`src/rtl/bus_rr_arbiter.sv`:
```
// bus_rr_arbiter
// Two-master round-robin bus arbiter with split-transaction support.
// Decides which master drives the shared bus mux (M_select). A master whose
// transaction is split by the split-capable slave is parked. Its request is
// ignored until the slave asks for completion, and then ownership is restored
// to it.
//
// Ports:
//   clk           system clock, rising edge
//   rst_n         asynchronous active-low reset
//   m1_req        master 1 bus request (level)
//   m2_req        master 2 bus request (level)
//   split         one-cycle pulse: current transaction split by slave
//   split_req     split slave ready to complete (level)
//   m1_grant      master 1 owns the bus
//   m2_grant      master 2 owns the bus
//   M_select      bus mux select, 1 = master 1, 0 = master 2
//   split_grant   split slave's request honoured, parked owner restored
//   split_pending a master is parked awaiting split completion
//   split_err     sticky, split pulse seen with no master granted
//
// Optional feature macro: BUS_RR_ARBITER_TENURE_LIMIT_EN
//   When defined, an owner is force-released after MAX_HOLD cycles of
//   tenure if the other master is waiting. RESUME is never preempted.
//   When undefined, an owner keeps the bus until its request drops or a
//   split occurs.

module bus_rr_arbiter #(
  parameter int unsigned MAX_HOLD = 16,
  parameter int unsigned CNT_W    = 8
) (
  input  logic clk,
  input  logic rst_n,
  input  logic m1_req,
  input  logic m2_req,
  input  logic split,
  input  logic split_req,
  output logic m1_grant,
  output logic m2_grant,
  output logic M_select,
  output logic split_grant,
  output logic split_pending,
  output logic split_err
);

  typedef enum logic [1:0] {
    IDLE     = 2'd0,
    GRANT_M1 = 2'd1,
    GRANT_M2 = 2'd2,
    RESUME   = 2'd3
  } state_t;

  state_t state;
  state_t state_nxt;
  logic   parked_m1;
  logic   rr_m1;
  logic   rr_nxt;
  logic   m1_elig;
  logic   m2_elig;
  logic   resume_ok;
  logic   park;
  logic   resume_done;
  logic   err_set;
  logic   hold_expired;
  logic   g1_nxt;
  logic   g2_nxt;

  // Eligibility masks out the parked master's request. parked_m1 names the
  // parked master (1 = M1, 0 = M2) and only matters while split_pending.
  // rr_m1 names the master that wins the next tie.
  always_comb begin
    m1_elig   = m1_req && !(split_pending && parked_m1);
    m2_elig   = m2_req && !(split_pending && !parked_m1);
    resume_ok = split_req && split_pending;
  end

`ifdef BUS_RR_ARBITER_TENURE_LIMIT_EN
  localparam logic [CNT_W-1:0] HOLD_LIMIT = CNT_W'(MAX_HOLD);

  logic [CNT_W-1:0] tenure_cnt;

  // The tenure counter holds the number of cycles the current owner has
  // already held the grant. It loads 1 when a grant starts, so the compare
  // against MAX_HOLD triggers at the end of the MAX_HOLD-th cycle. It
  // saturates, and it restarts on every state change.
  always_ff @(posedge clk or negedge rst_n) begin
    if (!rst_n) begin
      tenure_cnt <= '0;
    end else if (state_nxt != state) begin
      tenure_cnt <= (state_nxt == GRANT_M1 || state_nxt == GRANT_M2) ?
                    CNT_W'(1) : '0;
    end else if ((state == GRANT_M1 || state == GRANT_M2) &&
                 tenure_cnt != HOLD_LIMIT) begin
      tenure_cnt <= tenure_cnt + CNT_W'(1);
    end
  end

  assign hold_expired = (state == GRANT_M1 || state == GRANT_M2) &&
                        (tenure_cnt == HOLD_LIMIT);
`else
  assign hold_expired = 1'b0;
`endif

  // Next-state arbitration. A release goes straight to the other master
  // without an idle bubble. A pending resume beats any new request. A split
  // pulse has priority over a req drop in the same cycle, so the master is
  // still parked.
  always_comb begin
    state_nxt   = state;
    rr_nxt      = rr_m1;
    park        = 1'b0;
    resume_done = 1'b0;
    err_set     = 1'b0;
    case (state)
      IDLE: begin
        err_set = split;
        if (resume_ok)               state_nxt = RESUME;
        else if (m1_elig && m2_elig) state_nxt = rr_m1 ? GRANT_M1 : GRANT_M2;
        else if (m1_elig)            state_nxt = GRANT_M1;
        else if (m2_elig)            state_nxt = GRANT_M2;
      end
      GRANT_M1: begin
        if (split && !split_pending) begin
          park      = 1'b1;
          rr_nxt    = 1'b0;
          state_nxt = m2_elig ? GRANT_M2 : IDLE;
        end else if (!m1_req) begin
          rr_nxt = 1'b0;
          if (resume_ok)    state_nxt = RESUME;
          else if (m2_elig) state_nxt = GRANT_M2;
          else              state_nxt = IDLE;
        end else if (hold_expired && m2_elig) begin
          rr_nxt    = 1'b0;
          state_nxt = GRANT_M2;
        end
      end
      GRANT_M2: begin
        if (split && !split_pending) begin
          park      = 1'b1;
          rr_nxt    = 1'b1;
          state_nxt = m1_elig ? GRANT_M1 : IDLE;
        end else if (!m2_req) begin
          rr_nxt = 1'b1;
          if (resume_ok)    state_nxt = RESUME;
          else if (m1_elig) state_nxt = GRANT_M1;
          else              state_nxt = IDLE;
        end else if (hold_expired && m1_elig) begin
          rr_nxt    = 1'b1;
          state_nxt = GRANT_M1;
        end
      end
      RESUME: begin
        err_set = split;
        if (!split_req) begin
          resume_done = 1'b1;
          rr_nxt      = !parked_m1;
          if (parked_m1) state_nxt = m2_req ? GRANT_M2 : IDLE;
          else           state_nxt = m1_req ? GRANT_M1 : IDLE;
        end
      end
      default: state_nxt = IDLE;
    endcase
    g1_nxt = (state_nxt == GRANT_M1) || (state_nxt == RESUME && parked_m1);
    g2_nxt = (state_nxt == GRANT_M2) || (state_nxt == RESUME && !parked_m1);
  end

  // State register and registered outputs. The outputs are taken from the
  // next state, so a grant appears one cycle after its request is sampled.
  // M_select keeps its last value while nobody owns the bus.
  always_ff @(posedge clk or negedge rst_n) begin
    if (!rst_n) begin
      state         <= IDLE;
      rr_m1         <= 1'b1;
      parked_m1     <= 1'b0;
      m1_grant      <= 1'b0;
      m2_grant      <= 1'b0;
      M_select      <= 1'b1;
      split_grant   <= 1'b0;
      split_pending <= 1'b0;
      split_err     <= 1'b0;
    end else begin
      state       <= state_nxt;
      rr_m1       <= rr_nxt;
      m1_grant    <= g1_nxt;
      m2_grant    <= g2_nxt;
      split_grant <= (state_nxt == RESUME);
      if (g1_nxt)      M_select <= 1'b1;
      else if (g2_nxt) M_select <= 1'b0;
      if (park) begin
        split_pending <= 1'b1;
        parked_m1     <= (state == GRANT_M1);
      end else if (resume_done) begin
        split_pending <= 1'b0;
      end
      if (err_set) split_err <= 1'b1;
    end
  end

endmodule
```
`config.mk`:
```
export PLATFORM = sky130hd
export DESIGN_NAME = bus_rr_arbiter
export DESIGN_NICKNAME = d
export VERILOG_FILES = /design/src/rtl/bus_rr_arbiter.sv
export SDC_FILE = /design/constraint.sdc
export NUM_CORES = 1
export LEC_CHECK = 0
export CORE_MARGIN = 8
export CORE_UTILIZATION = 50
export DETAILED_ROUTE_END_ITERATION = 16
export PLACE_DENSITY = 0.75
export SYNTH_ARGS = -nofsm -noshare
export SYNTH_HDL_FRONTEND = slang
export SYNTH_SLANG_ARGS = --single-unit
export TNS_END_PERCENT = 100
```
`constraint.sdc`:
```
create_clock -name clk -period 1.9 [get_ports clk]
set_input_delay 0.475 -clock clk [delete_from_list [all_inputs] [get_ports clk]]
set_output_delay 0.475 -clock clk [all_outputs]
set_load 0.02 [all_outputs]
```
**Yosys cells after proc, flatten, opt, wreduce, memory -nomap -nowiden**

Index checks and enable logic that the tools add are counted.

- Register bits: 10
- Bits of input ports: 6
- Output and inout bits: 6
- Logic and storage cells: 73

- Eq/ne operators: 9
- Muxes and demuxes: 33
- Reductions and logical operators: 22

Operator list:

| operator | count |
|---|---|
| 2-bit 2-to-1 mux | 15 |
| 1-bit 2-to-1 mux | 16 |
| 1-bit logical AND | 9 |
| 2-bit equality test, second input constant | 4 |
| 2-bit one-hot mux with 4 select lines | 1 |
| 3-bit inequality test, second input constant | 2 |
| 2-bit by 1-bit equality test with 1-bit output, second input constant | 2 |
| 1-bit zero test | 4 |
| 4-bit AND reduction | 1 |
| 2-bit nonzero test | 2 |
| 2-bit OR reduction | 2 |
| 1-bit one-hot mux with 3 select lines | 1 |
| 3-bit nonzero test | 1 |
| 2-bit zero test | 1 |
| 1-bit logical OR | 2 |
| 2-bit inequality test, second input constant | 1 |

**Longest topological paths before layout**

Gate-level depths: netlist of run 1.

- Depth after elaboration: 14
- Mapped depth: 7
- Gate-level depth less buffers: 7

**Least setup slack after synthesis of run 1**

No wires, ideal clock.

- Path kind: register to register
- Start: reg state[0]
- End: reg M_select
- Setup time: 0.061 ns
- Data arrival time: 1.698 ns
- Required time: 1.839 ns
- Path slack: 0.141 ns
- Cell stages (with the launch flop): 7
- Path buffers: 0
- Period minus slack after synthesis: 1.759 ns
- Path through: dfrtp_1 inv_1 ha_1 a32o_1 a2111oi_2 a21o_2 a22o_1

- Cells in the longest elaborated chain, start to end: 9
- Elaborated cells on any way between the ends: 23
- Those cells by class: 6 x eq/ne; 11 x mux; 6 x reduce/logical

RTL lines:

| what | line | RTL |
|---|---|---|
| start: declaration | 53 | `state_t state;` |
| start signal: assignment | 182 | `state <= state_nxt;` |
| 2-bit 2-to-1 mux | 120 | `else if (m2_elig) state_nxt = GRANT_M2;` |
| 2-bit 2-to-1 mux | 119 | `else if (m1_elig) state_nxt = GRANT_M1;` |
| 2-bit 2-to-1 mux | 118 | `else if (m1_elig && m2_elig) state_nxt = rr_m1 ? GRANT_M1 : GRANT_M2;` |
| 2-bit 2-to-1 mux | 117 | `if (resume_ok) state_nxt = RESUME;` |
| 2-bit one-hot mux with 4 select lines * | 114 | `case (state)` |
| 2-bit equality test | 163, 164 |  |
| 1-bit logical AND (on tied branches) | 163, 164 |  |
| 1-bit logical OR (on tied branches) | 163, 164 |  |
| 1-bit 2-to-1 mux or 2-bit nonzero test (tied branches) | - |  |
| end signal: assignment | 177 | `M_select <= 1'b1;` |
| end signal: assignment | 187 | `if (g1_nxt) M_select <= 1'b1;` |
| end signal: assignment | 188 | `else if (g2_nxt) M_select <= 1'b0;` |
| end: declaration | 40 | `output logic M_select,` |

Every way passes the cells marked *; elsewhere a longest branch is shown, timed or not.
A chain may end at the register's enable or synchronous reset.

**Worst setup path in the final report of run 1**

- Start: reg state[1]
- End: reg M_select

Same word-level chain as after synthesis.

==> flow_summary.ini, run 1 <==
[sta]
layout_min_cycle_time_ns = 1.801
hold_viol = 0
max_slew.worst_pin.slew_ns = 0.4403
max_freq_ghz = 0.5554
slew_headroom = 0.7055
rsz0062_at_grt = false
hold_slack_ns = 0.4610
slew_viol_final = 0
setup_viol = 0
fin_skew_ns = 0.001763
period_share = 0.9477
fin_setup_tns_ns = 0

[setup_path]
end_kind = flip-flop
rrSetupSlack_ns = 0.1
r2r_start = state[1]$_DFF_PN0_
slowest_stage = dfrtp_2
cp_top_family = compound AO/OA/AOI/OAI gates
critical_path_arrival_ns = 2.00
cp.buffers_inverters = 1
worstPathMaxFanout = 5
worst_r2r_path_depth = 6
path_cells = ha_1 -> buf_4 -> a32o_1 -> a2111oi_4 -> a21o_2 -> a22o_1
slowest_delay_ns = 0.44
critPathLaunchType = flip-flop
required_ns = 2.09
crit_type = reg -> reg
reg2reg_to = M_select$_DFFE_PN1P_

[final_layout]
nNetsFinal = 119
multi_input_comb_area_um2 = 455.4
regArea_um2 = 254.0
syn_to_final_growth_pct = 36.50
nFillCells = 109
drive_above_1_share = 0.3113
diodes = 0

[power]
seqPwrFrac = 0.255
p_sw_uw = 699.0
p_leak_nw = 0.4601
power-per-cell-area_mw_per_mm2 = 1624
max-vdd-ir-drop_v = 0.0008509
switching_share = 0.4279
internal_power_uw = 934.5
comb_power_share = 0.663
p_clk_frac = 0.081

[placed_design]
port_buffers = 11
hpwl_um = 1460
routabilityCongestion = 0.9182

[logic_synthesis]
syn_area_um2 = 737.0
synth_flop_cell = dfrtp_1
yosysTopAreaCell = dfrtp_1
synth_common_cells = 8 x dfrtp_1, 7 x a21oi_1, 7 x inv_1, 6 x nand2_1
synth_edf_count = 0
syn_nets = 94
synth_top_cell_area_share = 0.2716
syn_area_per_cell_um2 = 8.879
yosysMostFrequentCell = dfrtp_1
seq_area_frac_synth = 0.3430
synth_cell_types = 38
synthTopCellsByArea = dfrtp_1 27%, ha_1 8.5%, dfstp_2 7.1%
async_flop_share = 1.000
ys_seq_elements = 10
syn_inst = 83
ys_warn_count = 0

[clocking]
clk_path_buf_depth = 2
clk_pin_slew_worst_paths_ns = 0.06
hold_buffers = 0
cts_sinks = 10
clk_latency_ns = 0.25
htree_levels = 1
cts_tree = built
cts_made_buffers = 3
ctsRootBufferMaster = clkbuf_4

[route]
ant_nets = 0
wl_per_cell_um = 15.51
dr.pass1.iters = 4
remaining_drc_errors = 0
top_layer = met3
wl_met1_um = 717
wl_um = 1892
vias = 708
first_iter_violations = 39
wl_met2_um = 1018
wl_met3_um = 156
viasPerCell = 5.803

[flow_run]
drv_cap = 0

[global_route]
grt_overflow = 0
grt_antenna_before_repair = 0
grt_pass1_wl_um = 3167
grt_pass1_vias = 721
grt_usage = 0.1422
grt_max_degree = 11

[hold_path]
holdPathEnd = split_err$_DFFE_PN0P_
hold_path_depth = 1
worstHoldPathType = reg -> reg
hold_path.startpoint = split_err$_DFFE_PN0P_

[floorplanning]
rows = 14
fp.dieArea_mm2 = 0.002958
initial_core_util = 0.5131
core_area_mm2 = 0.001436
pin_count = 12
die_y_um = 54.39
die_w_um = 54.39

[outcome]
status = complete, no violations
## stage by stage
step	util	worst slack [ns]	total power [mW]	instance area, um2	instances
final	0.7003	0.09945	1.633	1006	122
after global routing	0.7003	0.007452	1.764	1006	122
after CTS	0.6620	0.005333	1.550	950.9	121
after detailed placement	0.6463	-0.2181	1.407	928.4	118
after global placement	0.6463	-0.1895	1.383	928.4	118
after floorplan	-	0.1409	1.039	737.0	83
## registers in the layout, indices dropped and copies added (netlist names)
name	cells
rr_m1	1
split_pending	1
M_select	1
m2_grant	1
split_err	1
split_grant	1
m1_grant	1
parked_m1	1
state	2
## cell type report
class / instances / area share
inverter: 8 / 0.02985
clock buffer: 3 / 0.02239
multi-input combinational: 60 / 0.4527
sequential: 10 / 0.2525
timing repair buffer: 25 / 0.2226
tap: 16 / 0.01990
## worst reg2reg max path: cells and delay by family, from the launching register on
family	cells	cell delay [ns]
compound gates	4	0.93
fa+ha+maj	1	0.21
buf+inv	1	0.15
flops	1	0.44
## power by group through the flow
stage	clock (mW)	combinational [mW]	sequential (mW)
3_5_place_dp	0	0.992	0.415
4_1_cts	0.140	0.998	0.411
2_1_floorplan	0	0.591	0.448
5_1_grt	0.146	1.19	0.427
3_3_place_gp	0	0.970	0.413
6_report	0.133	1.08	0.417
## routing by layer
metal,up-vias,track usage
met3,0,0.02717
met4,0,0.05738
met2,30,0.2462
met5,-,0
met1,333,0.1677
li1,345,-
## cell families after synthesis
group,share of synthesized area
DFF,0.3430
AOI/OAI and AO/OA,0.2683
and+or+nand+nor,0.1851
buffers and inverters,0.08998
adders and majority gates,0.08489
muxes,0.02886
## placed cells by master (no fill, tap or decap), types with 2 or more instances in the layout
| cell | count |
|---|---|
| dlymetal6s2s_1 | 2 |
| nand2b_1 | 3 |
| dfrtp_1 | 7 |
| dfstp_2 | 2 |
| nor2b_2 | 2 |
| a22oi_1 | 2 |
| nand3_1 | 5 |
| clkdlybuf4s50_1 | 9 |
| o21ai_0 | 3 |
| a21oi_1 | 6 |
| buf_4 | 13 |
| a21oi_2 | 2 |
| ha_1 | 4 |
| inv_1 | 7 |
| nor2_1 | 4 |
| clkbuf_4 | 3 |
| nand2_1 | 6 |
## worst max path at each step
stage / from / depth (start not counted) / end / slack (ns)
4_1_cts: M_select$_DFFE_PN1P_ / 1 / M_select / 0.005
2_1_floorplan: state[0]$_DFF_PN0_ / 6 / M_select$_DFFE_PN1P_ / 0.14
6_report: state[1]$_DFF_PN0_ / 6 / M_select$_DFFE_PN1P_ / 0.1
5_1_grt: state[1]$_DFF_PN0_ / 8 / split_grant$_DFF_PN0_ / 0.007
3_3_place_gp: m1_req / 6 / M_select$_DFFE_PN1P_ / -0.19
3_5_place_dp: m1_req / 6 / M_select$_DFFE_PN1P_ / -0.22
## what timing repair did
action / 4_1_cts / 5_1_grt
endpoints found under the setup margin: 0 / 6
gates resized for setup: 0 / 10
buffers inserted: 0 / 1
Note: power is estimated with default switching activity, not from simulation.
==> inputs of run 2 (changes only) <==
--- a/config.mk
+++ b/config.mk
@@ -5,6 +5,7 @@
 export SDC_FILE = /design/constraint.sdc
 export NUM_CORES = 1
 export LEC_CHECK = 0
+export ABC_CLOCK_PERIOD_IN_PS = 1900
 export CORE_MARGIN = 8
 export CORE_UTILIZATION = 50
 export DETAILED_ROUTE_END_ITERATION = 16
==> results of run 2 <==
The final DEF is identical to that of run 1; final timing and power are the same.
==> inputs of run 3 (changes only) <==
--- a/config.mk
+++ b/config.mk
@@ -9,6 +9,7 @@
 export CORE_MARGIN = 8
 export CORE_UTILIZATION = 50
 export DETAILED_ROUTE_END_ITERATION = 16
+export HOLD_SLACK_MARGIN = 0.05
 export PLACE_DENSITY = 0.75
 export SYNTH_ARGS = -nofsm -noshare
 export SYNTH_HDL_FRONTEND = slang
==> results of run 3 <==
The final DEF is identical to that of run 1; final timing and power are the same.
